`config.mk`:
```
export PLATFORM = sky130hd
export DESIGN_NAME = motor_phase_decoder
export DESIGN_NICKNAME = d
export VERILOG_FILES = /design/src/rtl/motor_pkg.sv /design/src/rtl/motor_phase_filter.sv /design/src/rtl/motor_phase_decoder.sv
export SDC_FILE = /design/constraint.sdc
export NUM_CORES = 1
export LEC_CHECK = 0
export ABC_AREA = 1
export BUFFER_PORTS_ARGS = -buffer_cell sky130_fd_sc_hd__buf_2
export CORE_MARGIN = 2
export CORE_UTILIZATION = 40
export DETAILED_ROUTE_END_ITERATION = 12
export SETUP_SLACK_MARGIN = 0.1
export SYNTH_ARGS = -nofsm -noshare
export SYNTH_HDL_FRONTEND = slang
export SYNTH_HIERARCHICAL = 1
export SYNTH_SLANG_ARGS = --single-unit
```
`constraint.sdc`:
```
create_clock -name clk -period 2.7 [get_ports clk]
set_clock_uncertainty 0.05 [all_clocks]
set_input_delay 0.54 -clock clk [delete_from_list [all_inputs] [get_ports clk]]
set_output_delay 0.54 -clock clk [all_outputs]
set_load 0.03 [all_outputs]
```
`src/rtl/motor_pkg.sv`:
```
// Phase-code constants, decoder state and code-to-index lookup shared by motor_driver and motor_phase_decoder.
// MOTOR_PHASE_DECODER_HALFSTEP_EN selects the 8-state half-step sequence instead of 4-state full-step.
package motor_pkg;

  localparam int unsigned PHASE_W = 4;
  localparam int unsigned IDX_W   = 3;
  localparam int unsigned POS_W   = 32;

  localparam logic [PHASE_W-1:0] PH_IDLE = 4'b0000;

  // Full-step sequence, indices 0..3
  localparam logic [PHASE_W-1:0] PH_FS0 = 4'b0001;
  localparam logic [PHASE_W-1:0] PH_FS1 = 4'b0010;
  localparam logic [PHASE_W-1:0] PH_FS2 = 4'b0100;
  localparam logic [PHASE_W-1:0] PH_FS3 = 4'b1000;

  // Half-step sequence, indices 0..7
  localparam logic [PHASE_W-1:0] PH_HS0 = 4'b0001;
  localparam logic [PHASE_W-1:0] PH_HS1 = 4'b0011;
  localparam logic [PHASE_W-1:0] PH_HS2 = 4'b0010;
  localparam logic [PHASE_W-1:0] PH_HS3 = 4'b0110;
  localparam logic [PHASE_W-1:0] PH_HS4 = 4'b0100;
  localparam logic [PHASE_W-1:0] PH_HS5 = 4'b1100;
  localparam logic [PHASE_W-1:0] PH_HS6 = 4'b1000;
  localparam logic [PHASE_W-1:0] PH_HS7 = 4'b1001;

`ifdef MOTOR_PHASE_DECODER_HALFSTEP_EN
  localparam int unsigned N_STATES = 8;
`else
  localparam int unsigned N_STATES = 4;
`endif

  localparam logic [IDX_W-1:0] IDX_MASK = IDX_W'(N_STATES - 1);

  typedef enum logic {
    ACQUIRE = 1'b0,
    TRACK   = 1'b1
  } dec_state_e;

  typedef struct packed {
    logic             valid;
    logic [IDX_W-1:0] index;
  } phase_idx_t;

  // Maps a coil code to its sequence position; PH_IDLE and illegal codes return valid=0.
  function automatic phase_idx_t code_to_index(input logic [PHASE_W-1:0] code);
    phase_idx_t r;
    r.valid = 1'b0;
    r.index = '0;
    case (code)
`ifdef MOTOR_PHASE_DECODER_HALFSTEP_EN
      PH_HS0: begin r.valid = 1'b1; r.index = 3'd0; end
      PH_HS1: begin r.valid = 1'b1; r.index = 3'd1; end
      PH_HS2: begin r.valid = 1'b1; r.index = 3'd2; end
      PH_HS3: begin r.valid = 1'b1; r.index = 3'd3; end
      PH_HS4: begin r.valid = 1'b1; r.index = 3'd4; end
      PH_HS5: begin r.valid = 1'b1; r.index = 3'd5; end
      PH_HS6: begin r.valid = 1'b1; r.index = 3'd6; end
      PH_HS7: begin r.valid = 1'b1; r.index = 3'd7; end
`else
      PH_FS0: begin r.valid = 1'b1; r.index = 3'd0; end
      PH_FS1: begin r.valid = 1'b1; r.index = 3'd1; end
      PH_FS2: begin r.valid = 1'b1; r.index = 3'd2; end
      PH_FS3: begin r.valid = 1'b1; r.index = 3'd3; end
`endif
      default: begin
        r.valid = 1'b0;
        r.index = '0;
      end
    endcase
    return r;
  endfunction

endpackage

```
`src/rtl/motor_phase_filter.sv`:
```
// Two-flop synchronizer plus stability filter for the coil-phase bus.
// Emits the accepted code and a one-cycle new_code strobe when a stable, different code appears.
module motor_phase_filter
  import motor_pkg::*;
#(
  parameter int unsigned FILTER_CYCLES = 2
) (
  input  logic               clk,
  input  logic               reset,
  input  logic [PHASE_W-1:0] phase,
  output logic [PHASE_W-1:0] code,
  output logic               new_code
);

  localparam int unsigned         CNT_W   = $clog2(FILTER_CYCLES + 1);
  localparam logic [CNT_W-1:0]    RUN_MAX = CNT_W'(FILTER_CYCLES);

  logic [PHASE_W-1:0] sync1_q, sync1_d;
  logic [PHASE_W-1:0] sync2_q, sync2_d;
  logic [PHASE_W-1:0] prev_q,  prev_d;
  logic [CNT_W-1:0]   run_q,   run_d;
  logic [PHASE_W-1:0] code_q,  code_d;
  logic               new_code_q, new_code_d;

  // run_d counts the current cycle, so a code is taken on its FILTER_CYCLES-th stable cycle
  always_comb begin
    sync1_d    = phase;
    sync2_d    = sync1_q;
    prev_d     = sync2_q;
    code_d     = code_q;
    new_code_d = 1'b0;

    if (sync2_q != prev_q) begin
      run_d = CNT_W'(1);
    end else if (run_q != RUN_MAX) begin
      run_d = run_q + CNT_W'(1);
    end else begin
      run_d = run_q;
    end

    if ((run_d == RUN_MAX) && (sync2_q != code_q)) begin
      code_d     = sync2_q;
      new_code_d = 1'b1;
    end
  end

  always_ff @(posedge clk) begin
    if (reset) begin
      sync1_q    <= '0;
      sync2_q    <= '0;
      prev_q     <= '0;
      run_q      <= '0;
      code_q     <= '0;
      new_code_q <= 1'b0;
    end else begin
      sync1_q    <= sync1_d;
      sync2_q    <= sync2_d;
      prev_q     <= prev_d;
      run_q      <= run_d;
      code_q     <= code_d;
      new_code_q <= new_code_d;
    end
  end

  assign code     = code_q;
  assign new_code = new_code_q;

endmodule

```
`src/rtl/motor_phase_decoder.sv`:
```
// Reconstructs step position, direction, period and error flags from the motor_driver coil-phase bus.
// Define MOTOR_PHASE_DECODER_HALFSTEP_EN to decode the 8-state half-step sequence.
module motor_phase_decoder
  import motor_pkg::*;
#(
  parameter int unsigned FILTER_CYCLES = 2,
  parameter int unsigned PERIOD_W      = 24
) (
  input  logic                clk,
  input  logic                reset,
  input  logic [3:0]          phase,
  input  logic                clear,
  output logic [31:0]         position,
  output logic                dir,
  output logic                step_pulse,
  output logic [PERIOD_W-1:0] step_period,
  output logic                locked,
  output logic                skip_err,
  output logic                code_err
);

  localparam logic [PERIOD_W-1:0] PERIOD_MAX = '1;

  logic [PHASE_W-1:0] acc_code;
  logic               new_code;
  phase_idx_t         dec;

  dec_state_e         state_q, state_d;
  logic [IDX_W-1:0]   idx_q, idx_d;
  logic [POS_W-1:0]   position_q, position_d;
  logic               dir_q, dir_d;
  logic               step_pulse_q, step_pulse_d;
  logic [PERIOD_W-1:0] step_period_q, step_period_d;
  logic [PERIOD_W-1:0] per_cnt_q, per_cnt_d;
  logic               locked_q, locked_d;
  logic               skip_err_q, skip_err_d;
  logic               code_err_q, code_err_d;
  logic [IDX_W-1:0]   idx_fwd, idx_rev;

  motor_phase_filter #(
    .FILTER_CYCLES (FILTER_CYCLES)
  ) u_filter (
    .clk      (clk),
    .reset    (reset),
    .phase    (phase),
    .code     (acc_code),
    .new_code (new_code)
  );

  assign dec     = code_to_index(acc_code);
  assign idx_fwd = (idx_q + IDX_W'(1)) & IDX_MASK;
  assign idx_rev = (idx_q - IDX_W'(1)) & IDX_MASK;

  // clear is applied first so a same-cycle step or error lands on top of it
  always_comb begin
    state_d       = state_q;
    idx_d         = idx_q;
    dir_d         = dir_q;
    step_pulse_d  = 1'b0;
    step_period_d = step_period_q;
    locked_d      = locked_q;
    position_d    = clear ? '0   : position_q;
    skip_err_d    = clear ? 1'b0 : skip_err_q;
    code_err_d    = clear ? 1'b0 : code_err_q;
    per_cnt_d     = (per_cnt_q == PERIOD_MAX) ? per_cnt_q : per_cnt_q + PERIOD_W'(1);

    if (new_code && (acc_code != PH_IDLE)) begin
      if (!dec.valid) begin
        code_err_d = 1'b1;
      end else begin
        case (state_q)
          ACQUIRE: begin
            idx_d     = dec.index;
            state_d   = TRACK;
            locked_d  = 1'b1;
            per_cnt_d = PERIOD_W'(1);
          end
          TRACK: begin
            idx_d = dec.index;
            if (dec.index == idx_fwd) begin
              position_d    = position_d + 32'd1;
              dir_d         = 1'b1;
              step_pulse_d  = 1'b1;
              step_period_d = per_cnt_q;
              per_cnt_d     = PERIOD_W'(1);
            end else if (dec.index == idx_rev) begin
              position_d    = position_d - 32'd1;
              dir_d         = 1'b0;
              step_pulse_d  = 1'b1;
              step_period_d = per_cnt_q;
              per_cnt_d     = PERIOD_W'(1);
            end else begin
              skip_err_d = 1'b1;
            end
          end
          default: state_d = ACQUIRE;
        endcase
      end
    end
  end

  always_ff @(posedge clk) begin
    if (reset) begin
      state_q       <= ACQUIRE;
      idx_q         <= '0;
      position_q    <= '0;
      dir_q         <= 1'b1;
      step_pulse_q  <= 1'b0;
      step_period_q <= '0;
      per_cnt_q     <= '0;
      locked_q      <= 1'b0;
      skip_err_q    <= 1'b0;
      code_err_q    <= 1'b0;
    end else begin
      state_q       <= state_d;
      idx_q         <= idx_d;
      position_q    <= position_d;
      dir_q         <= dir_d;
      step_pulse_q  <= step_pulse_d;
      step_period_q <= step_period_d;
      per_cnt_q     <= per_cnt_d;
      locked_q      <= locked_d;
      skip_err_q    <= skip_err_d;
      code_err_q    <= code_err_d;
    end
  end

  assign position    = position_q;
  assign dir         = dir_q;
  assign step_pulse  = step_pulse_q;
  assign step_period = step_period_q;
  assign locked      = locked_q;
  assign skip_err    = skip_err_q;
  assign code_err    = code_err_q;

endmodule

```
==> qor.txt <==
fin crit period = 2240 ps
CTS Buf Count = 9
Netlist cell types = 48
root buf cell = clkbuf_16
Synth Flop Type = dfxtp_1
Reg2Reg Depth = 12
hpwl dp = 11900 µm
vias in the first global route = 5387
Max-cap violations = 0
Register Area = 2140 µm²
synthesized area per cell = 6.45 µm²
top layer used by detailed routing = met4
CP arrival = 2490 ps
CP startpoint kind = register
Synth Warn # = 6
Port Buffers = 67
CP peak stage delay = 460 ps
sink of the worst hold path = u_filter/sync1_q[3]
syn_nets = 965
final setup vio count = 0
reg2reg end = position[6]
Synth top cells by count = 230 x nand2_1, 176 x nor2_1, 107 x dfxtp_1, 105 x inv_1, 55 x nand3_1
clk sinks = 107
DR vias/cell = 4.99
initial antenna violation count = 0
VDD IR max = 417 µV
die height = 128 µm
Max clock buf depth = 2
boundary pin count = 68
post-route clock period utilization = 83.0%
Placed Cells incl. Taps = 1190
die width = 128 µm
CTS tree = yes
largest cells by area after synthesis = dfxtp_1 35%, nand2_1 14%, nor2_1 11%
RSZ-0062 raised after global routing = false
Worst R2R Start = u_filter/code[1]
Final Hold Fails = 0
part of the Yosys area used for sequential elements = 34.8%
Post-Synthesis Cells = 954
CP most frequent cell = nand2_1
FFs w/ async S/R, synth = 0%
GRT Util Overall = 20.1%
fin nets = 1024
clock latency on the worst-skew pair = 360 ps
transition time of the tightest slew-check pin = 411 ps
status = finished, final reports clean
DRT Pass-1 Iters = 5
CTS clock-pin slew for the worst setup and hold paths = 70 ps
setup TNS = 0 ps
Starting DRT DRC Count = 392
largest area contributor in the netlist = dfxtp_1
top-area cell type share of the netlist area = 34.8%
CORE AREA = 15100 µm²
final core occ = 45.8%
via count = 6020
Leakage Power = 3.25 nW
most frequent cell after synthesis = nand2_1
Hold Path Class = in -> reg
Final Slew Violations = 0
grt ovf = 0
number of flops mapped to enable cells by yosys = 0
setup slack, reg-to-reg = 460 ps
first-pass GRT wire length = 26400 µm
fin worst setup slack = 460 ps
met2 WL = 7500 µm
maximum clock frequency = 446 MHz
synthesized area = 6150 µm²
pre-CTS WS = 182 ps
hold_buf cts = 0
kind of critical path = reg -> reg
DR WL met3 = 654 µm
htree depth = 3
post-route ant nets = 0
DRT met1 WL = 7570 µm
Initial Utilization = 40.8%
hold_sp = phase[3]
largest net degree at the start of global routing = 53
critical path, cell by cell = inv_1 > nand2_1 > nand4_1 > nand2_4 > nand2_4 > inv_4 > nor2_1 > nor2_2 > nand2_1 > nand2_1 > nand2_1 > nor2_1
multi-input logic area = 3380 µm²
crit-path max FO = 22
Slew Limit Headroom = 72.5%
WL final = 16100 µm
Filler cells = 1610
post-CTS resize count = 0
Hold Path Depth = 3
Setup Buffers After CTS = 0
Slowest-stage cell, CP = dfxtp_1
DR DRC count = 0
endpoint class of the critical path = register
# rows = 45
Power Density = 471 nW/µm²
Worst EP required = 2950 ps
RD Place Congestion = 0.875
Non-Filler Instances = 1206
die area = 16400 µm²
synthesized flop and latch total = 107
wire per inst = 13.3 µm
share of layout cells above drive strength 1 = 15.5%
area delta synth->final = 12.3%
ANT cells = 0
[final cells by class]
class / count / area share [%]
clock inverters: 7 / 1.23
flip-flops and latches: 107 / 31.0
inverters: 116 / 6.41
repair buffers: 74 / 5.80
well taps: 188 / 3.41
multi-input cells: 705 / 48.9
clock buffers: 9 / 3.26
[placed cells by master, fill, tap and decap left out, types with 5 or more instances in the layout]
master / n
dfxtp_1: 107
buf_2: 67
a21oi_1: 50
xor2_1: 10
o21ai_1: 8
nand2_2: 19
a211oi_1: 5
nor3_1: 22
inv_2: 7
nand3_1: 55
nor2_2: 13
nand2_1: 230
o21ai_2: 5
nor2_1: 176
o21ai_0: 46
inv_1: 105
clkbuf_16: 9
buf_4: 6
nand4_1: 24
[worst max-delay path by stage]
stage                          start      endpoint  slack, ps
global route             position[0]  position[24]        200
CTS                 u_filter/code[3]   position[6]        450
finish              u_filter/code[1]   position[6]        460
detailed placement             clear  position[24]        180
global placement               clear  position[24]        210
floorplan                      clear  position[24]        590
[per-layer routing]
metal  track usage, %  up-vias
met5                0        -
met4             6.98        0
met3             4.17       25
met2             33.1      144
met1             26.3     2679
li1                 -     3172
[flip-flops by register name, indices dropped and copies added (netlist names), 2 cells and up]
signal,cells
u_filter/run_q,2
step_period,24
idx_q,2
u_filter/sync1_q,4
u_filter/prev_d,4
u_filter/code,4
position,32
u_filter/prev_q,4
per_cnt_q,24
[power breakdown]
part	switching, mW	leakage, nW	internal [mW]
registers	0.0121	0.865	1.59
clock network	0.648	0.155	0.738
logic	0.188	2.23	0.0765
total	0.847	3.25	2.41
[kinds of logic after synthesis]
group / Yosys count / synth area share (%)
buffers and inverters: 142 / 10.3
adders and majority gates: 4 / 0.814
and+or+nand+nor: 564 / 41.1
xor gates and xnor gates: 12 / 1.71
AOI/OAI and AO/OA: 125 / 11.3
DFF: 107 / 34.8
[per-stage QoR]
step | hold slack [ps] | instance area, µm² | total power [mW]
4_1_cts | 317 | 6910 | 3.30
5_1_grt | 324 | 6910 | 3.39
6_report | 327 | 6910 | 3.26
2_1_floorplan | 338 | 6150 | 1.86
3_5_place_dp | 344 | 6600 | 1.91
3_3_place_gp | 338 | 6600 | 1.91
[worst max-delay path: cells and delay by family, from the launching register on]
kind                   cells  cell delay, ps
and+or+nand+nor           10            1300
DFF                        1             460
buffers and inverters      2             370
Power figures use the tool's default switching activity.
